[src/rtl/cpu_boot_ctrl_pkg.sv]
// ---------------------------------------------------------------------------
// cpu_boot_ctrl_pkg
//   Shared definitions for the cpu boot/host sequencer:
//     - boot_state_e : 3-bit sequencer state encoding (also exported on the
//                      debug port so checkers can bind to it)
//     - BYTE_SHIFT   : word index -> byte address shift
//     - LEN_W        : width of the imem/dmem length inputs and word counter
//     - byte_addr()  : word index to 32-bit byte address
// ---------------------------------------------------------------------------
package cpu_boot_ctrl_pkg;

   localparam int BYTE_SHIFT = 2;
   localparam int LEN_W      = 16;

   typedef enum logic [2:0] {
      ST_IDLE     = 3'd0,
      ST_LOAD_I   = 3'd1,
      ST_LOAD_D   = 3'd2,
      ST_RUN      = 3'd3,
      ST_DUMP_RD  = 3'd4,
      ST_DUMP_CAP = 3'd5,
      ST_DUMP_OUT = 3'd6,
      ST_DONE     = 3'd7
   } boot_state_e;

   function automatic logic [31:0] byte_addr(input logic [LEN_W-1:0] idx);
      byte_addr = {{(32-LEN_W-BYTE_SHIFT){1'b0}}, idx, {BYTE_SHIFT{1'b0}}};
   endfunction

endpackage

[src/rtl/cpu_boot_ctrl.sv]
// ---------------------------------------------------------------------------
// cpu_boot_ctrl
//   Host-side sequencer for the cpu top. A session loads imem_len words into
//   instruction memory, then dmem_len words into data memory, runs the core
//   for up to run_limit cycles (halt_req stops early), then streams dmem_len
//   words of data memory back out.
//
// Ports
//   clk, srst            clock, synchronous active-high reset
//   start                session start pulse (accepted in IDLE/DONE only)
//   imem_len, dmem_len   load lengths (dmem_len is also the dump length)
//   run_limit            run-cycle budget
//   halt_req             early end of the run phase
//   s_valid/s_ready/s_data   input word stream
//   m_valid/m_ready/m_data   dump word stream
//   cpu_enable           core enable
//   addr_ext, wen_ext, ren_ext, wdata_ext              imem external port
//   addr_ext_2, wen_ext_2, ren_ext_2, wdata_ext_2,
//   rdata_ext_2          dmem external port (read data 1 cycle after ren)
//   busy, done, err, cycles  status
//   dbg_state            current sequencer state
//
// Handshake: both streams use valid/ready. A word transfers on a rising edge
// where valid && ready. A producer holding valid keeps its data stable until
// the transfer; valid never depends on ready.
// ---------------------------------------------------------------------------
module cpu_boot_ctrl
   import cpu_boot_ctrl_pkg::*;
#(
   parameter int DATA_W     = 32,
   parameter int IMEM_WORDS = 512,
   parameter int DMEM_WORDS = 1024,
   parameter int CNT_W      = 32
) (
   input  logic              clk,
   input  logic              srst,
   input  logic              start,
   input  logic [LEN_W-1:0]  imem_len,
   input  logic [LEN_W-1:0]  dmem_len,
   input  logic [CNT_W-1:0]  run_limit,
   input  logic              halt_req,
   input  logic              s_valid,
   output logic              s_ready,
   input  logic [DATA_W-1:0] s_data,
   output logic              m_valid,
   input  logic              m_ready,
   output logic [DATA_W-1:0] m_data,
   output logic              cpu_enable,
   output logic [31:0]       addr_ext,
   output logic              wen_ext,
   output logic              ren_ext,
   output logic [31:0]       wdata_ext,
   output logic [31:0]       addr_ext_2,
   output logic              wen_ext_2,
   output logic              ren_ext_2,
   output logic [31:0]       wdata_ext_2,
   input  logic [31:0]       rdata_ext_2,
   output logic              busy,
   output logic              done,
   output logic              err,
   output logic [CNT_W-1:0]  cycles,
   output boot_state_e       dbg_state
);

   localparam logic [LEN_W-1:0] IMEM_MAX = LEN_W'(IMEM_WORDS);
   localparam logic [LEN_W-1:0] DMEM_MAX = LEN_W'(DMEM_WORDS);

   boot_state_e       state_q, state_d;
   logic [LEN_W-1:0]  cnt_q, cnt_d;
   logic [LEN_W-1:0]  imem_len_q, imem_len_d;
   logic [LEN_W-1:0]  dmem_len_q, dmem_len_d;
   logic [CNT_W-1:0]  run_limit_q, run_limit_d;
   logic [CNT_W-1:0]  cycles_q, cycles_d;
   logic [DATA_W-1:0] m_data_q, m_data_d;
   logic              m_valid_q, m_valid_d;
   logic              err_q, err_d;

   logic i_last, d_last, run_last, live;

   assign i_last   = (cnt_q == imem_len_q - LEN_W'(1));
   assign d_last   = (cnt_q == dmem_len_q - LEN_W'(1));
   assign run_last = (cycles_q == run_limit_q - CNT_W'(1));
   // Strobes are suppressed while srst is high so an abort takes effect at once.
   assign live     = !srst;

   always_comb begin
      state_d     = state_q;
      cnt_d       = cnt_q;
      imem_len_d  = imem_len_q;
      dmem_len_d  = dmem_len_q;
      run_limit_d = run_limit_q;
      cycles_d    = cycles_q;
      m_data_d    = m_data_q;
      m_valid_d   = m_valid_q;
      err_d       = 1'b0;
      unique case (state_q)
         ST_IDLE, ST_DONE: begin
            if (start) begin
               if (imem_len > IMEM_MAX || dmem_len > DMEM_MAX) begin
                  err_d = 1'b1;
               end else begin
                  imem_len_d  = imem_len;
                  dmem_len_d  = dmem_len;
                  run_limit_d = run_limit;
                  cycles_d    = '0;
                  cnt_d       = '0;
                  // Zero-length phases are skipped entirely.
                  if (imem_len != '0)       state_d = ST_LOAD_I;
                  else if (dmem_len != '0)  state_d = ST_LOAD_D;
                  else if (run_limit != '0) state_d = ST_RUN;
                  else                      state_d = ST_DONE;
               end
            end
         end
         ST_LOAD_I: begin
            if (s_valid) begin
               if (i_last) begin
                  cnt_d = '0;
                  if (dmem_len_q != '0)       state_d = ST_LOAD_D;
                  else if (run_limit_q != '0) state_d = ST_RUN;
                  else                        state_d = ST_DONE;
               end else begin
                  cnt_d = cnt_q + LEN_W'(1);
               end
            end
         end
         ST_LOAD_D: begin
            if (s_valid) begin
               if (d_last) begin
                  cnt_d   = '0;
                  state_d = (run_limit_q != '0) ? ST_RUN : ST_DUMP_RD;
               end else begin
                  cnt_d = cnt_q + LEN_W'(1);
               end
            end
         end
         ST_RUN: begin
            // The cycle in which we leave (limit or halt) is still counted.
            cycles_d = cycles_q + CNT_W'(1);
            if (run_last || halt_req) begin
               state_d = (dmem_len_q != '0) ? ST_DUMP_RD : ST_DONE;
            end
         end
         ST_DUMP_RD: begin
            state_d = ST_DUMP_CAP;
         end
         ST_DUMP_CAP: begin
            m_data_d  = DATA_W'(rdata_ext_2);
            m_valid_d = 1'b1;
            state_d   = ST_DUMP_OUT;
         end
         ST_DUMP_OUT: begin
            if (m_ready) begin
               m_valid_d = 1'b0;
               if (d_last) begin
                  cnt_d   = '0;
                  state_d = ST_DONE;
               end else begin
                  cnt_d   = cnt_q + LEN_W'(1);
                  state_d = ST_DUMP_RD;
               end
            end
         end
         default: state_d = ST_IDLE;
      endcase
   end

   always_ff @(posedge clk) begin
      if (srst) begin
         state_q     <= ST_IDLE;
         cnt_q       <= '0;
         imem_len_q  <= '0;
         dmem_len_q  <= '0;
         run_limit_q <= '0;
         cycles_q    <= '0;
         m_data_q    <= '0;
         m_valid_q   <= 1'b0;
         err_q       <= 1'b0;
      end else begin
         state_q     <= state_d;
         cnt_q       <= cnt_d;
         imem_len_q  <= imem_len_d;
         dmem_len_q  <= dmem_len_d;
         run_limit_q <= run_limit_d;
         cycles_q    <= cycles_d;
         m_data_q    <= m_data_d;
         m_valid_q   <= m_valid_d;
         err_q       <= err_d;
      end
   end

   // Each strobe is decoded from a distinct state, so they are mutually
   // exclusive and never overlap cpu_enable.
   assign s_ready     = live && (state_q == ST_LOAD_I || state_q == ST_LOAD_D);
   assign wen_ext     = live && (state_q == ST_LOAD_I) && s_valid;
   assign ren_ext     = 1'b0;
   assign addr_ext    = (state_q == ST_LOAD_I) ? byte_addr(cnt_q) : 32'd0;
   assign wdata_ext   = (state_q == ST_LOAD_I) ? 32'(s_data) : 32'd0;
   assign wen_ext_2   = live && (state_q == ST_LOAD_D) && s_valid;
   assign ren_ext_2   = live && (state_q == ST_DUMP_RD);
   assign addr_ext_2  = (state_q == ST_LOAD_D || state_q == ST_DUMP_RD) ? byte_addr(cnt_q) : 32'd0;
   assign wdata_ext_2 = (state_q == ST_LOAD_D) ? 32'(s_data) : 32'd0;
   assign cpu_enable  = live && (state_q == ST_RUN);
   assign m_valid     = m_valid_q;
   assign m_data      = m_data_q;
   assign busy        = (state_q != ST_IDLE) && (state_q != ST_DONE);
   assign done        = (state_q == ST_DONE);
   assign err         = err_q;
   assign cycles      = cycles_q;
   assign dbg_state   = state_q;

endmodule
[config.mk]
export PLATFORM = sky130hd
export DESIGN_NAME = cpu_boot_ctrl
export DESIGN_NICKNAME = d
export VERILOG_FILES = /design/src/rtl/cpu_boot_ctrl_pkg.sv /design/src/rtl/cpu_boot_ctrl.sv
export SDC_FILE = /design/constraint.sdc
export NUM_CORES = 1
export LEC_CHECK = 0
export ABC_AREA = 1
export CORE_MARGIN = 1.5
export CORE_UTILIZATION = 44
export CTS_BUF_LIST = sky130_fd_sc_hd__clkbuf_4
export CTS_CLUSTER_DIAMETER = 150
export DETAILED_ROUTE_END_ITERATION = 6
export HOLD_SLACK_MARGIN = 0.02
export MAX_ROUTING_LAYER = met4
export PLACE_DENSITY = 0.78
export SKIP_LAST_GASP = 1
export SYNTH_ARGS = -nofsm -noshare
export SYNTH_HDL_FRONTEND = slang
export SYNTH_SLANG_ARGS = --single-unit
[constraint.sdc]
create_clock -name clk -period 1.99 [get_ports clk]
set_input_delay 0.398 -clock clk [delete_from_list [all_inputs] [get_ports clk]]
set_output_delay 0.398 -clock clk [all_outputs]
set_load 0.05 [all_outputs]
Word level (Yosys, flattened, before mapping)
Index checks and enable logic that the tools add are counted.
Cells by class
  add/subtract/negate cells: 5
  order comparisons: 2
  eq/ne operators: 19
  multiplexer cells: 35
  bitwise logic cells: 3
  reduce and logical (&&, ||, !) cells: 30
Operators with widths (count)
  $mux 32: 4
  $mux 16: 7
  $pmux 16 s4: 1
  $pmux 32 s2: 1
  $reduce_bool 32->1: 2
  $reduce_bool 16->1: 3
  $mux 3: 14
  $mux 18: 2
  $add 32x1->32 const B: 1
  $eq 16x16->1: 2
  $eq 32x32->1: 1
  $sub 16x1->16 const B: 2
  $sub 32x1->32 const B: 1
  $pmux 3 s7: 1
  $add 16x1->16 const B: 1
  $gt 16x10->1 const B: 1
  $gt 16x11->1 const B: 1
  $ne 2x2->1 const B: 8
  $eq 3x3->1 const B: 4
  $logic_and 1x1->1: 8
  $reduce_and 8->1: 1
  $eq 3x2->1 const B: 2
  $reduce_and 3->1: 2
  $reduce_and 6->1: 1
  other kinds (15): 23
Word-level totals
  bits in registers: 149
  output and inout port bits: 205

Logic depth before layout (Yosys ltp)
  depth after elaboration: 7
  depth in mapped cells: 19
  mapped depth without buffers: 19

Least setup slack after synthesis
No wires, ideal clock.
  path kind: flip-flop to output port
  start: register state_q[0], in the netlist dbg_state[0]
  end: output wen_ext
  arrival time: 2418 ps
  required time: 1592 ps
  setup slack: -826 ps
  stages on the path, launching flop included: 6
  path buffers: 1
  cells stage by stage: dfxtp_1 -> nand2_1 -> nor2_2 -> inv_2 -> clkbuf_1 -> nor3_1
On the way
  cells in the longest elaborated chain, start to end: 3
RTL lines
  start, declared: line cpu_boot_ctrl.sv:68  | boot_state_e state_q, state_d;
  start signal, assigned: line cpu_boot_ctrl.sv:180  | state_q <= state_d;
  $eq 3x1->1: line cpu_boot_ctrl.sv:195  | assign wen_ext = live && (state_q == ST_LOAD_I) && s_valid;
  $logic_and 1x1->1 (2 in series): line cpu_boot_ctrl.sv:195
  end, declared: line cpu_boot_ctrl.sv:50  | output logic wen_ext,
No other way between the ends.

Worst setup path after layout
  start: register state_q[0], in the netlist dbg_state[0]
  end: output wdata_ext_2[31]
On the way
  cells in the longest elaborated chain, start to end: 2
RTL lines
  $eq 3x2->1: line cpu_boot_ctrl.sv:202  | assign wdata_ext_2 = (state_q == ST_LOAD_D) ? 32'(s_data) : 32'd0;
  $mux 32: line cpu_boot_ctrl.sv:202
  end, declared: line cpu_boot_ctrl.sv:56  | output logic [31:0] wdata_ext_2,
No other way between the ends.

==> results.tsv <==
metric	value	unit
status	finished, violations left	
failed_checks	DRC, setup timing	
die_area	24600	µm²
synth.distinct_cells	43	
synth_cells	1726	
globalplace.congestion	0.982	
clock-sinks	149	
die_w	157	µm
synth_seq_cells	149	
p_per_area	653	nW/µm²
seq_power_share	27.4	%
first_global_vias	13000	
wl_met2	23.1	mm
gr-total-overflow	0	
ys_seq_area_share	28.7	%
firstDrtPassIters	7	
syn_area	10400	µm²
worst-setup-path-type	register to primary output	
vias	13900	
sw_frac_of_total	44.7	%
syn_area_per_cell	6.03	µm²
finalHoldViolCount	0	
worst_setup_path_end_kind	primary output	
wl_per_cell	18.4	µm
p_int	0.00660	W
slew_viol_final	0	
synth_area_leaders	dfxtp_1 (29%), nand2_1 (14%), nor2_1 (12%)	
clock_path_buffers	2	
initialDrtViolationCount	1087	
coreArea	23300	µm²
fin_skew	0.0228	ns
drt_wl_total	47.6	mm
maxCapViolCount	0	
ant_nets	0	
hold_path_end	m_valid$_SDFFE_PP0P_	
worst_slew_pin_slew	0.547	ns
top_layer_used	met4	
drive_gt1_share	33.7	%
r2r_start	dmem_len_q[7]$_SDFFE_PP0P_	
via_per_inst	5.37	
cts_tree	yes	
pwr-share-comb	53.4	%
cts_buffers	17	
required	1.59	ns
rsz0062_at_grt	yes	
crit_fanout	6	
setup_tns	-75.06	ns
fillers	1542	
worstPathArrival	2.10	ns
initial_utilization	44.6	%
clock_latency	0.61	ns
io_buffers	305	
r2r_cells	15	
max_freq	0.400	GHz
min_path_type	primary input to register	
final_common_cell	nand2_1	
dp_hpwl	30.4	mm
io_pins	339	
timing.rr.end	cnt_q[15]$_SDFFE_PP0P_	
p_total	0.0119	W
setup_viol	217	
area_growth	75.4	%
fin_crit_sh	126	%
die_h	157	µm
clk_pin_slew	0.16	ns
grt_pass1_wl	66.9	mm
power_frac_clock	19.3	%
yosys_warnings	0	
reg2reg_slack	-0.43	ns
min_path_cells	2	
fin_nets	2397	
hold_buffers	0	
start_kind	register	
wl_met1	18.0	mm
power.switching	0.00533	W
wl_met3	3.64	mm
synth_top_area_share	28.7	%
final_cell_mix	nand2_1 (349), buf_4 (247), nor2_1 (223), inv_1 (185)	
holdCritStartpoint	srst	
rows	56	
final.min_clock_period	2.50	ns
htreeDepth	4	
clock-root-buffer	clkbuf_4	
postLayoutSetupSlackWorst	-0.509	ns
drc_errors	1	
power.leakage	8.33	nW
antenna_found_initial	1	
grt_usage	35.9	%
yosys.area.top_type	dfxtp_1	
max_slew_margin	63.7	%
ir_worst_vdd	0.457	mV
grt_max_degree	69	
## per-layer routing
layer | global-route usage (%) | up-vias
met5 | - | -
met4 | 16.0 | 0
met3 | 6.56 | 247
met2 | 59.9 | 781
met1 | 42.0 | 6413
li1 | - | 6469
## how the worst max path moves through the flow
stage / start / endpoint / slack (ns) / cells past startpoint
3_3_place_gp: dmem_len[12] / dbg_state[1]$_SDFFE_PP0P_ / -0.70 / 12
4_1_cts: dbg_state[1]$_SDFFE_PP0P_ / addr_ext_2[3] / -0.43 / 7
2_1_floorplan: dbg_state[0]$_SDFFE_PP0P_ / addr_ext[9] / -0.13 / 5
3_5_place_dp: dmem_len[12] / dbg_state[2]$_SDFFE_PP0P_ / -0.70 / 13
6_report: dbg_state[0]$_SDFFE_PP0P_ / wdata_ext_2[31] / -0.51 / 8
5_1_grt: dbg_state[1]$_SDFFE_PP0P_ / addr_ext_2[13] / -0.60 / 7
## power groups by stage
stage / sequential (W) / clock (W) / combinational, W
global placement: 0.00330 / 0 / 0.00451
global route: 0.00328 / 0.00243 / 0.00658
CTS: 0.00325 / 0.00233 / 0.00568
finish: 0.00326 / 0.00230 / 0.00637
floorplan: 0.00366 / 0 / 0.00241
detailed placement: 0.00330 / 0 / 0.00454
## repair_timing
action,4_1_cts,5_1_grt
resized for setup,330,219
setup endpoints to repair,190,235
buffers inserted,36,24
gates cloned,14,6
pin swaps,47,28
## Yosys cell counts
cell type	n
o21ai_0	102
nor3_2	3
a32o_1	1
a31oi_1	1
nand3b_1	25
conb_1	1
nand2_4	3
o21ai_1	2
nand2_2	8
buf_4	36
a21oi_1	105
nand2_1	375
xnor3_1	1
o21bai_1	4
nor4_4	1
and2_1	1
clkbuf_2	1
xor2_1	41
nand4_1	27
a21oi_2	1
nor3_1	29
nor2_2	12
inv_2	11
inv_1	201
o32ai_1	1
a22oi_1	1
buf_1	3
nor3b_1	2
xor2_2	1
clkbuf_1	46
or2_2	16
ha_1	6
nor2_4	8
buf_6	5
nor2_1	341
dfxtp_1	149
nor4b_1	1
nor4_1	14
nand3_1	100
a21boi_0	1
xnor2_1	29
a211oi_1	1
buf_2	9
## kinds of logic after synthesis
family	synth area share (%)
simple gates	40.4
buf+inv	13.0
compound gates	10.9
flops	28.7
xor+xnor	6.26
fa+ha+maj	0.721
other cells	0.0360
## per-stage QoR
stage                     hold slack, ns  util [%]  area (µm²)  worst slack [ns]  std cells
after floorplan                    0.445         -       10900            -0.132       1758
after global placement             0.451      66.0       15400            -0.701       2483
after detailed placement           0.460      66.0       15400            -0.703       2483
after CTS                          0.243      74.5       17400            -0.433       2565
after global routing               0.243      78.3       18300            -0.595       2590
final                              0.295      78.3       18300            -0.509       2590
## critical path, cell delays in order (launching register included)
cell and delay (ns):
dfxtp_4 0.41, inv_2 0.07, nand2_4 0.06, nor2_4 0.17, clkinv_4 0.15, buf_4 0.18, clkbuf_16 0.17, nor2_4 0.13
buf_12 0.15
## area by class of cell
cell class	count	area (µm²)	share of cell area, %
multi-input combinational	1300	7590	41.6
clock inverter	15	206	1.13
tap	319	399	2.19
sequential	149	3010	16.5
timing repair buffer	577	6110	33.4
clock buffer	17	128	0.699
antenna	1	2.50	0.0137
inverter	212	813	4.45
## registers in the layout (all words and copies together) (netlist names)
name and flops:
cnt_q 16, cycles 32, dbg_state 3, dmem_len_q 16, err 1, imem_len_q 16, m_data 32, m_valid 1
run_limit_q 32
(Power assumes the default switching activity.)
